<file path="src/rtl/input_port.sv">
// input_port: synchronized, debounced pushbutton plus switch byte
// with an enter/take producer handshake toward the control unit.
module input_port #(
  parameter int DEBOUNCE_CYCLES = 1000000,
  parameter int CNT_W           = 20
) (
  input  logic       clock,
  input  logic       reset,
  input  logic       keyRaw,
  input  logic [7:0] swRaw,
  input  logic       take,
  output logic [7:0] dataIn,
  output logic       enter,
  output logic       overrun,
  output logic       pressed
);

  // bit 1 of the state is the debounced level, so pressed is a flop
  localparam logic [1:0] RELEASED     = 2'b00;
  localparam logic [1:0] PRESS_PEND   = 2'b01;
  localparam logic [1:0] PRESSED      = 2'b10;
  localparam logic [1:0] RELEASE_PEND = 2'b11;

  localparam logic [CNT_W-1:0] CNT_ONE  = CNT_W'(1);
  localparam logic [CNT_W-1:0] CNT_LAST = CNT_W'(DEBOUNCE_CYCLES - 1);

  logic             key_s1_q, key_s2_q;
  logic [7:0]       sw_s1_q, sw_s2_q;
  logic [1:0]       state_q, state_d;
  logic [CNT_W-1:0] cnt_q, cnt_d;
  logic             press_evt;
  logic [7:0]       data_q, data_d;
  logic             enter_q, enter_d;
  logic             ovr_q, ovr_d;

  // two-flop synchronizers; key idles high (released)
  always_ff @(posedge clock or negedge reset) begin
    if (!reset) begin
      key_s1_q <= 1'b1;
      key_s2_q <= 1'b1;
      sw_s1_q  <= 8'h00;
      sw_s2_q  <= 8'h00;
    end else begin
      key_s1_q <= keyRaw;
      key_s2_q <= key_s1_q;
      sw_s1_q  <= swRaw;
      sw_s2_q  <= sw_s1_q;
    end
  end

  // debounce: the first mismatching cycle counts as 1, event on the last
  always_comb begin
    state_d   = state_q;
    cnt_d     = cnt_q;
    press_evt = 1'b0;
    unique case (state_q)
      RELEASED: begin
        if (!key_s2_q) begin
          state_d = PRESS_PEND;
          cnt_d   = CNT_ONE;
        end
      end
      PRESS_PEND: begin
        if (key_s2_q) begin
          state_d = RELEASED;
          cnt_d   = '0;
        end else if (cnt_q == CNT_LAST) begin
          state_d   = PRESSED;
          cnt_d     = '0;
          press_evt = 1'b1;
        end else begin
          cnt_d = cnt_q + CNT_ONE;
        end
      end
      PRESSED: begin
        if (key_s2_q) begin
          state_d = RELEASE_PEND;
          cnt_d   = CNT_ONE;
        end
      end
      RELEASE_PEND: begin
        if (!key_s2_q) begin
          state_d = PRESSED;
          cnt_d   = '0;
        end else if (cnt_q == CNT_LAST) begin
          state_d = RELEASED;
          cnt_d   = '0;
        end else begin
          cnt_d = cnt_q + CNT_ONE;
        end
      end
      default: begin
        state_d = RELEASED;
        cnt_d   = '0;
      end
    endcase
  end

  // debounce state and counter registers
  always_ff @(posedge clock or negedge reset) begin
    if (!reset) begin
      state_q <= RELEASED;
      cnt_q   <= '0;
    end else begin
      state_q <= state_d;
      cnt_q   <= cnt_d;
    end
  end

  // handshake: first pending byte wins unless consumed in the same cycle
  always_comb begin
    data_d  = data_q;
    enter_d = enter_q;
    ovr_d   = ovr_q;
    if (press_evt) begin
      if (!enter_q || take) begin
        data_d  = sw_s2_q;
        enter_d = 1'b1;
      end else begin
        ovr_d = 1'b1;
      end
    end else if (take && enter_q) begin
      enter_d = 1'b0;
    end
  end

  // handshake output registers; overrun is sticky until reset
  always_ff @(posedge clock or negedge reset) begin
    if (!reset) begin
      data_q  <= 8'h00;
      enter_q <= 1'b0;
      ovr_q   <= 1'b0;
    end else begin
      data_q  <= data_d;
      enter_q <= enter_d;
      ovr_q   <= ovr_d;
    end
  end

  assign dataIn  = data_q;
  assign enter   = enter_q;
  assign overrun = ovr_q;
  assign pressed = state_q[1];

endmodule

</file>
<file path="config.mk">
export PLATFORM = sky130hd
export DESIGN_NAME = input_port
export DESIGN_NICKNAME = d
export VERILOG_FILES = /design/src/rtl/input_port.sv
export SDC_FILE = /design/constraint.sdc
export NUM_CORES = 1
export LEC_CHECK = 0
export CAP_MARGIN = 10
export CORE_MARGIN = 2
export CORE_UTILIZATION = 40
export DETAILED_ROUTE_END_ITERATION = 8
export PLACE_DENSITY = 0.63
export SYNTH_ARGS = -nofsm -noshare
export SYNTH_HDL_FRONTEND = slang
export SYNTH_SLANG_ARGS = --single-unit
</file>
<file path="constraint.sdc">
create_clock -name clock -period 3.2 [get_ports clock]
set_input_delay 0.64 -clock clock [delete_from_list [all_inputs] [get_ports clock]]
set_output_delay 0.64 -clock clock [all_outputs]
set_load 0.05 [all_outputs]
</file>
After elaboration in Yosys (flattened, before gate mapping):

Index checks and enable logic that the tools add are counted.

* add/subtract/negate cells: 1
* eq/ne operators: 9
* muxes and demuxes: 19
* bitwise operators: 1
* reductions and logical operators: 10

Operator list (number)
* 2-to-1 mux 20 bit: 5
* case mux 20 bit (4 select lines): 1
* adder 20 x 1 -> 20 bit (second input constant): 1
* == test 20 bit (second input constant): 1
* 2-to-1 mux 2 bit: 6
* case mux 2 bit (4 select lines): 1
* AND reduction 2 bit: 4
* 2-to-1 mux 1 bit: 6
* != test 3 bit (second input constant): 2
* == test 2 bit (second input constant): 2
* != test 2 bit (second input constant): 2
* AND reduction 4 bit: 1
* == test 2 x 1 -> 1 bit (second input constant): 1
* logical NOT 2 bit: 1
* != test 2 x 1 -> 1 bit (second input constant): 1
* nonzero test 2 bit: 1
* logical AND 1 bit: 1
* logical NOT 1 bit: 1
* logical OR 1 bit: 1
* inverter 1 bit: 1

* register bits after elaboration: 50
* input bits: 12

Depth between registers and ports, before layout:

Gate-level depths: netlist (run 1).

* depth after elaboration: 6
* depth in mapped cells: 7
* mapped depth without buffers: 6

Least setup slack after synthesis (run 1):

OpenSTA, ideal clock, no wires.

* kind: flip-flop to flip-flop
* from: reg cnt_q[11]
* to: reg data_q[0], in the netlist dataIn[0]
* setup time: 125 ps
* arrival time: 2035 ps
* required time: 3075 ps
* path slack: 1040 ps
* cell stages (with the launch flop): 6
* buffers on the path: 0
* clock period less this slack: 2160 ps
* path through: dfrtp_1 -> or4_4 -> nor2_2 -> nand4_4 -> nor4b_4 -> mux2_2

* word-level cells in the longest chain between the ends: 5

Ends and longest elaborated chain
* start: declaration: line 30 `logic [CNT_W-1:0] cnt_q, cnt_d;`
* start signal: assignment: line 106 `cnt_q <= cnt_d;`
* == test 20 bit: line 67 `end else if (cnt_q == CNT_LAST) begin`
* 2-to-1 mux 1 bit: line 67
* 2-to-1 mux 1 bit: line 64 `if (key_s2_q) begin`
* 2-to-1 mux 1 bit: line 56 `unique case (state_q)`
* AND reduction 2 bit (no source line)
* end signal: assignment: line 134 `data_q <= data_d;`
* end: declaration: line 32 `logic [7:0] data_q, data_d;`

Every way passes these cells.
A chain may end at the register's enable or synchronous reset.

Worst setup path after layout (run 1):

* from: reg cnt_q[0]
* to: reg data_q[3], in the netlist dataIn[3]

The elaborated chain is that of the path after synthesis.

==> results of run 1 <==
-- worst max-delay path by stage --
stage | from | endpoint | cells past startpoint
global route | cnt_q[0]$_DFFE_PN0P_ | dataIn[0]$_DFFE_PN0P_ | 6
floorplan | cnt_q[11]$_DFFE_PN0P_ | dataIn[0]$_DFFE_PN0P_ | 5
global placement | cnt_q[0]$_DFFE_PN0P_ | dataIn[2]$_DFFE_PN0P_ | 6
detailed placement | cnt_q[0]$_DFFE_PN0P_ | dataIn[3]$_DFFE_PN0P_ | 6
finish | cnt_q[0]$_DFFE_PN0P_ | dataIn[3]$_DFFE_PN0P_ | 6
CTS | cnt_q[0]$_DFFE_PN0P_ | dataIn[3]$_DFFE_PN0P_ | 6
-- per-stage QoR --
step | std cells | total power (W) | util | hold slack, ns
floorplan | 186 | 0.0006919 | - | 0.3312
global placement | 276 | 0.0007263 | 0.4740 | 0.3325
detailed placement | 276 | 0.0007299 | 0.4740 | 0.3379
CTS | 284 | 0.001175 | 0.4961 | 0.3604
global route | 284 | 0.001213 | 0.4961 | 0.3723
finish | 284 | 0.001160 | 0.4961 | 0.3580
-- where the power goes --
group	leakage, nW	switching, W	internal [W]
Clock	0.0585	0.000210	0.000234
Sequential	0.644	0.00000967	0.000649
Combinational	0.393	0.0000337	0.0000242
Total	1.10	0.000253	0.000907
-- flip-flops by register name, indices dropped and copies added (netlist names), named ones only --
name,flops
overrun,1
key_s2_q,1
sw_s1_q,8
state_q,1
sw_s2_q,8
key_s1_q,1
enter,1
dataIn,8
cnt_q,20
-- critical path: cells and delay by family, from the launching register on --
family	cells	cell delay, ns
adder cells (fa/ha/maj)	1	0.24
flip-flops	1	0.41
multiplexers	1	0.40
AND/OR/NAND/NOR	4	1.27
-- kinds of logic (layout without fill, tap and decap cells) --
family,Yosys count,in the layout,share of synthesized area
AO/OA/AOI/OAI,34,34,0.09823
XOR/XNOR,4,4,0.01657
adder cells (fa/ha/maj),1,1,0.005916
buffers and inverters,12,40,0.02130
flip-flops,50,50,0.5929
multiplexers,13,13,0.06627
AND/OR/NAND/NOR,72,72,0.1988
-- cell usage in the layout, fill, tap and decap left out, types with 5 or more instances in the layout --
master / netlist / final
clkdlybuf4s50_1: 0 / 21
mux2i_1: 5 / 5
o21ai_0: 7 / 7
a21oi_1: 14 / 14
nand3_1: 14 / 14
inv_1: 7 / 7
a22o_1: 5 / 5
mux2_2: 8 / 8
nor2_1: 8 / 8
dfrtp_1: 48 / 48
clkbuf_8: 0 / 5
nand2_1: 13 / 13
nand4_1: 8 / 8
-- cell type report --
type                            count  share of cell area
Clock buffer                        5             0.02716
Timing Repair Buffer               25             0.09383
Multi-Input combinational cell    124              0.3220
Clock inverter                      3             0.01728
Inverter                            7             0.01037
Tap cell                           70             0.03457
Sequential cell                    50              0.4948
-- per-layer routing --
layer / global-route usage / wire [um] / vias up
met5: 0 / 0 / -
met4: 0.05455 / 21 / 0
met3: 0.02824 / 153 / 3
met2: 0.2386 / 1945 / 33
met1: 0.2374 / 2121 / 790
li1: - / - / 729
==> results.tsv, run 1 <==
metric	value	unit
Nets	226	
Worst-Skew Late Latency	0.30	ns
Hold Path Sink	sw_s2_q[6]$_DFF_PN0_	
Post-synth top flop	dfrtp_1	
# DRC	0	
fill cell total of the finished layout	498	
count leader, synth	dfrtp_1	
static leakage	1.095	nW
reg2reg start	cnt_q[0]$_DFFE_PN0P_	
maxcap violations	0	
final hold violations	0	
critical path class	reg -> reg	
worst hold path type	reg -> reg	
sequential-to-total area share from yosys stat	0.5929	
vias post-DR	1555	
Max H-tree Level	2	
syn avg cell area	11.37	um^2
DR iter-0 viols	96	
TritonCTS clock tree	done	
final setup fails	0	
CTS Buf Count	5	
CP endpoint kind	flip-flop	
Core Box Area	0.005107	mm^2
worst hold path depth	0	
CTS sink cnt	50	
Post-synth EDFFs	0	
hold_buf cts	0	
worst-margin pin slew	1.090	ns
pre-CTS WS	0.7950	ns
area growth from synthesis to layout	19.82	%
first-pass GRT wire length	7569	um
R2R Setup Slk	0.77	ns
cell area after layout	0.002534	mm^2
Yosys reg bits	50	
initial antenna violation count	0	
Port Buffers	22	
Final ANT Viol Nets	0	
reg2reg end	dataIn[3]$_DFFE_PN0P_	
Reg clk slew, reported paths	0.09	ns
area of the multi-input gates	815.8	um^2
Synth Net Count	199	
Starting Density	0.4140	
Synth Warn #	0	
Yosys top cell by area	dfrtp_1	
CP startpoint kind	flip-flop	
CP Data Arrival Time	2.62	ns
slowest CP cell	nor4b_4	
ys async rst share	1.000	
largest fanout on the critical path	8	
synth top area cells	dfrtp_1, mux2_2, a21oi_1	
Synth Cell Area	0.002115	mm^2
slowest stage delay, CP	0.56	ns
Final WS setup	0.7679	ns
Post-Syn Instances	186	
Vias per Instance	5.475	
RSZ-0062 raised after global routing	no	
total gr overflow	0	
Max Clock Skew	0.003782	ns
Pre-antenna DRT Iters	4	
Yosys top cell area share	0.5680	
GPL Wtd Cong	0.8396	
Max-Slew Margin vs Limit	0.2736	
Post-CTS Setup Bufs	0	
Slew Viols, Final	0	
num ports	23	
DP Area	0.002421	mm^2
minimum clock period	2.432	ns
final setup TNS	0	ns
Die ar.	0.005884	mm^2
Max Clk Rate	411.2	MHz
Unique masters post-synth	38	
hold_sp	sw_s1_q[6]$_DFF_PN0_	
Data required, critical path	3.39	ns
worst-path cell chain	ha_1 > nand4_1 > nor3_1 > nand4_4 > nor4b_4 > mux2_2	
number of inserted diodes	0	
Core Rows	26	
largest net degree at the start of global routing	51	
CTS Buffer Depth	2	
Routed wire per std cell	14.94	um
Reg area	0.001254	mm^2
pwr/cell area	457.9	mW/mm^2
post_cts resized	0	
GR Util All Layers	0.1604	
Post-synth top cells	dfrtp_1, a21oi_1, nand3_1	
status	finished clean	
Detail Placement HPWL	2897	um
DIE HEIGHT	76.71	um
Final Cycle Share	0.7600	
number of global-route vias before repair	1558	
share of cells above drive strength 1	0.1308	
final wirelength	4243	um
CTS Root Cell	clkbuf_8	
die width	76.71	um
Max VDD drop	0.2180	mV
Worst Reg-to-Reg Cells	6	
Power figures use the tool's default switching activity.
==> run 2: changes to the inputs <==
==> constraint.sdc (replaced) <==
create_clock -name clock -period 2.3 [get_ports clock]
set_input_delay 0.46 -clock clock [delete_from_list [all_inputs] [get_ports clock]]
set_output_delay 0.46 -clock clock [all_outputs]
set_load 0.05 [all_outputs]
==> run 2 against run 1 <==
  * Worst hold slack got worse by 0.13 ns
  * Total power grew 31%
  * Global-route usage decreased by 0.78 points
  * Clock power rose by 18%
  * Wire length shrank 0.90%
  * Cell count up 2.8%
  * Utilization increased by 0.88 points
  * Register-to-register slack got worse by 0.63 ns
  * Fmax increased by 12%
  * Die area unchanged
  * Sequential share of layout area shrank 0.86 points
  * Sequential cell count unchanged
==> results.tsv, run 2 (synthesis results as in run 1) <==
metric	value	unit	change
Max Clk Rate	462.2	MHz	was 411.2 MHz
final setup TNS	0	ns	unchanged
Comb power frac	0.055		was 0.050
family with the most delay on the worst path	simple AND/OR/NAND/NOR gates		unchanged
GPL Wtd Cong	0.8157		was 0.8396
Max-Slew Margin vs Limit	0.4685		was 0.2736
Max H-tree Level	2		unchanged
initial antenna violation count	0		unchanged
number of inserted diodes	0		unchanged
final setup fails	0		unchanged
Max Clock Skew	0.01278	ns	was 0.003782 ns
vias post-DR	1545		was 1,555
Detail Placement HPWL	2863	um	was 2897 um
minimum clock period	2.163	ns	was 2.432 ns
Max VDD drop	0.3504	mV	was 0.2180 mV
number of global-route vias before repair	1420		was 1,558
pwr/cell area	591.3	mW/mm^2	was 457.9 mW/mm^2
TritonCTS clock tree	done		unchanged
RSZ-0062 raised after global routing	no		unchanged
Biggest register	cnt_q		unchanged
Slew Viols, Final	0		unchanged
Vias per Instance	5.291		was 5.475
CP Data Arrival Time	2.37	ns	was 2.62 ns
Pre-antenna DRT Iters	4		unchanged
internal power	0.001160	W	was 0.0009072 W
worst-margin pin slew	0.7973	ns	was 1.090 ns
num ports	23		unchanged
dpl cells	284		was 276
Routed wire per std cell	14.40	um	was 14.94 um
share of cells above drive strength 1	0.1667		was 0.1308
DR iter-0 viols	141		was 96
switching pwr	0.0003644	W	was 0.0002530 W
CP endpoint kind	flip-flop		unchanged
Nets	234		was 226
slowest CP cell	or4_4		was nor4b_4
Crit path buffers/inverters	1		was 0
post-layout util	0.5049		was 0.4961
GR Util All Layers	0.1526		was 0.1604
status	finished clean		unchanged
maxcap violations	0		unchanged
switching share of power	0.2390		was 0.2181
CTS Root Cell	clkbuf_8		unchanged
hold slack	0.2236	ns	was 0.3580 ns
worst-path cell chain	or4_4 > nor2_2 > nand4_4 > nor4b_4 > buf_6 > mux2_2		was ha_1 > nand4_1 > nor3_1 > nand4_4 > nor4b_4 > mux2_2
total gr overflow	0		unchanged
commonest non-fill, non-tap cell in the layout	dfrtp_1		unchanged
Die ar.	0.005884	mm^2	unchanged
Core Rows	26		unchanged
post_cts resized	0		unchanged
worst hold path type	in -> async		was reg -> reg
largest fanout on the critical path	8		unchanged
Data required, critical path	2.50	ns	was 3.39 ns
DP Area	0.002481	mm^2	was 0.002421 mm^2
commonest cells after routing, fill and taps aside	dfrtp_1, clkdlybuf4s50_1, nand3_1, a21oi_1, nand2_1		unchanged
CTS Buffer Depth	2		unchanged
cell area after layout	0.002579	mm^2	was 0.002534 mm^2
Reg clk slew, reported paths	0.10	ns	was 0.09 ns
Post-CTS Setup Bufs	0		unchanged
die width	76.71	um	unchanged
CTS sink cnt	50		unchanged
Layout Cells excl Fill	292		was 284
Final ANT Viol Nets	0		unchanged
CP startpoint kind	flip-flop		unchanged
sequential share of power	0.600		was 0.567
Starting Density	0.4140		unchanged
hold_buf cts	0		unchanged
critical path class	reg -> reg		unchanged
# DRC	0		unchanged
final hold violations	0		unchanged
Port Buffers	22		unchanged
largest net degree at the start of global routing	38		was 51
Worst-Skew Late Latency	0.31	ns	was 0.30 ns
static leakage	1.126	nW	was 1.095 nW
Final Cycle Share	0.9406		was 0.7600
area growth from synthesis to layout	21.95	%	was 19.82%
Clock power frac	0.345		was 0.383
Largest register FFs	20		unchanged
final wirelength	4205	um	was 4243 um
slowest stage delay, CP	0.55	ns	was 0.56 ns
CTS Buf Count	5		unchanged
first-pass GRT wire length	7017	um	was 7569 um
Core Box Area	0.005107	mm^2	unchanged
DIE HEIGHT	76.71	um	unchanged
-- run 2: cell types whose count changed in the layout (fill, tap and decap cells not counted) --
cell       previous run  this run
bufinv_16             1         0
buf_6                 0         1
buf_4                 3        10
ha_2                  0         1
ha_1                  1         0
inv_6                 1         2
-- run 2: layout make-up --
| cell class | instances | area [um^2] |
|---|---|---|
| clock buffers | 5 | 68.82 |
| clock inverters | 3 | 22.52 |
| fillers | 478 | 2529 |
| inverters | 7 | 26.28 |
| multi-input cells | 124 | 818.3 |
| flip-flops and latches | 50 | 1254 |
| well taps | 70 | 87.58 |
| repair buffers | 33 | 301.5 |
-- run 2: power by group through the flow --
stage / logic (W) / clock network [W] / registers (W)
detailed placement: 0.0000841 / 0 / 0.000932
global placement: 0.0000829 / 0 / 0.000932
finish: 0.0000841 / 0.000526 / 0.000915
CTS: 0.0000845 / 0.000547 / 0.000915
floorplan: 0.0000333 / 0 / 0.000929
global route: 0.0000949 / 0.000582 / 0.000919
-- run 2: through the flow --
stage,total power [W],setup WS [ns]
3_3_place_gp,0.001015,0.1746
5_1_grt,0.001595,0.01765
6_report,0.001525,0.1366
3_5_place_dp,0.001016,0.1101
4_1_cts,0.001547,0.09373
2_1_floorplan,0.0009626,0.1402
-- run 2: worst paths after layout --
path | start | endpoint | slack [ns] | cells past startpoint
worst max register to register | cnt_q[12]$_DFFE_PN0P_ | dataIn[4]$_DFFE_PN0P_ | 0.14 | 6
max in group asynchronous | reset | async pin | 1.44 | 2
worst max-delay path | cnt_q[12]$_DFFE_PN0P_ | dataIn[4]$_DFFE_PN0P_ | 0.14 | 6
worst min register to register | sw_s1_q[5]$_DFF_PN0_ | sw_s2_q[5]$_DFF_PN0_ | 0.35 | 0
min in group clock | sw_s1_q[5]$_DFF_PN0_ | sw_s2_q[5]$_DFF_PN0_ | 0.35 | 0
worst min-delay path | reset | sw_s1_q[4]$_DFF_PN0_ | 0.22 | 1
-- run 2: metal layers --
metal,share of wire,up-vias,GRT usage
li1,-,749,-
met1,0.50,749,0.2244
met2,0.45,41,0.2105
met3,0.047,6,0.04235
met4,0.011,0,0.06545
met5,0,-,0
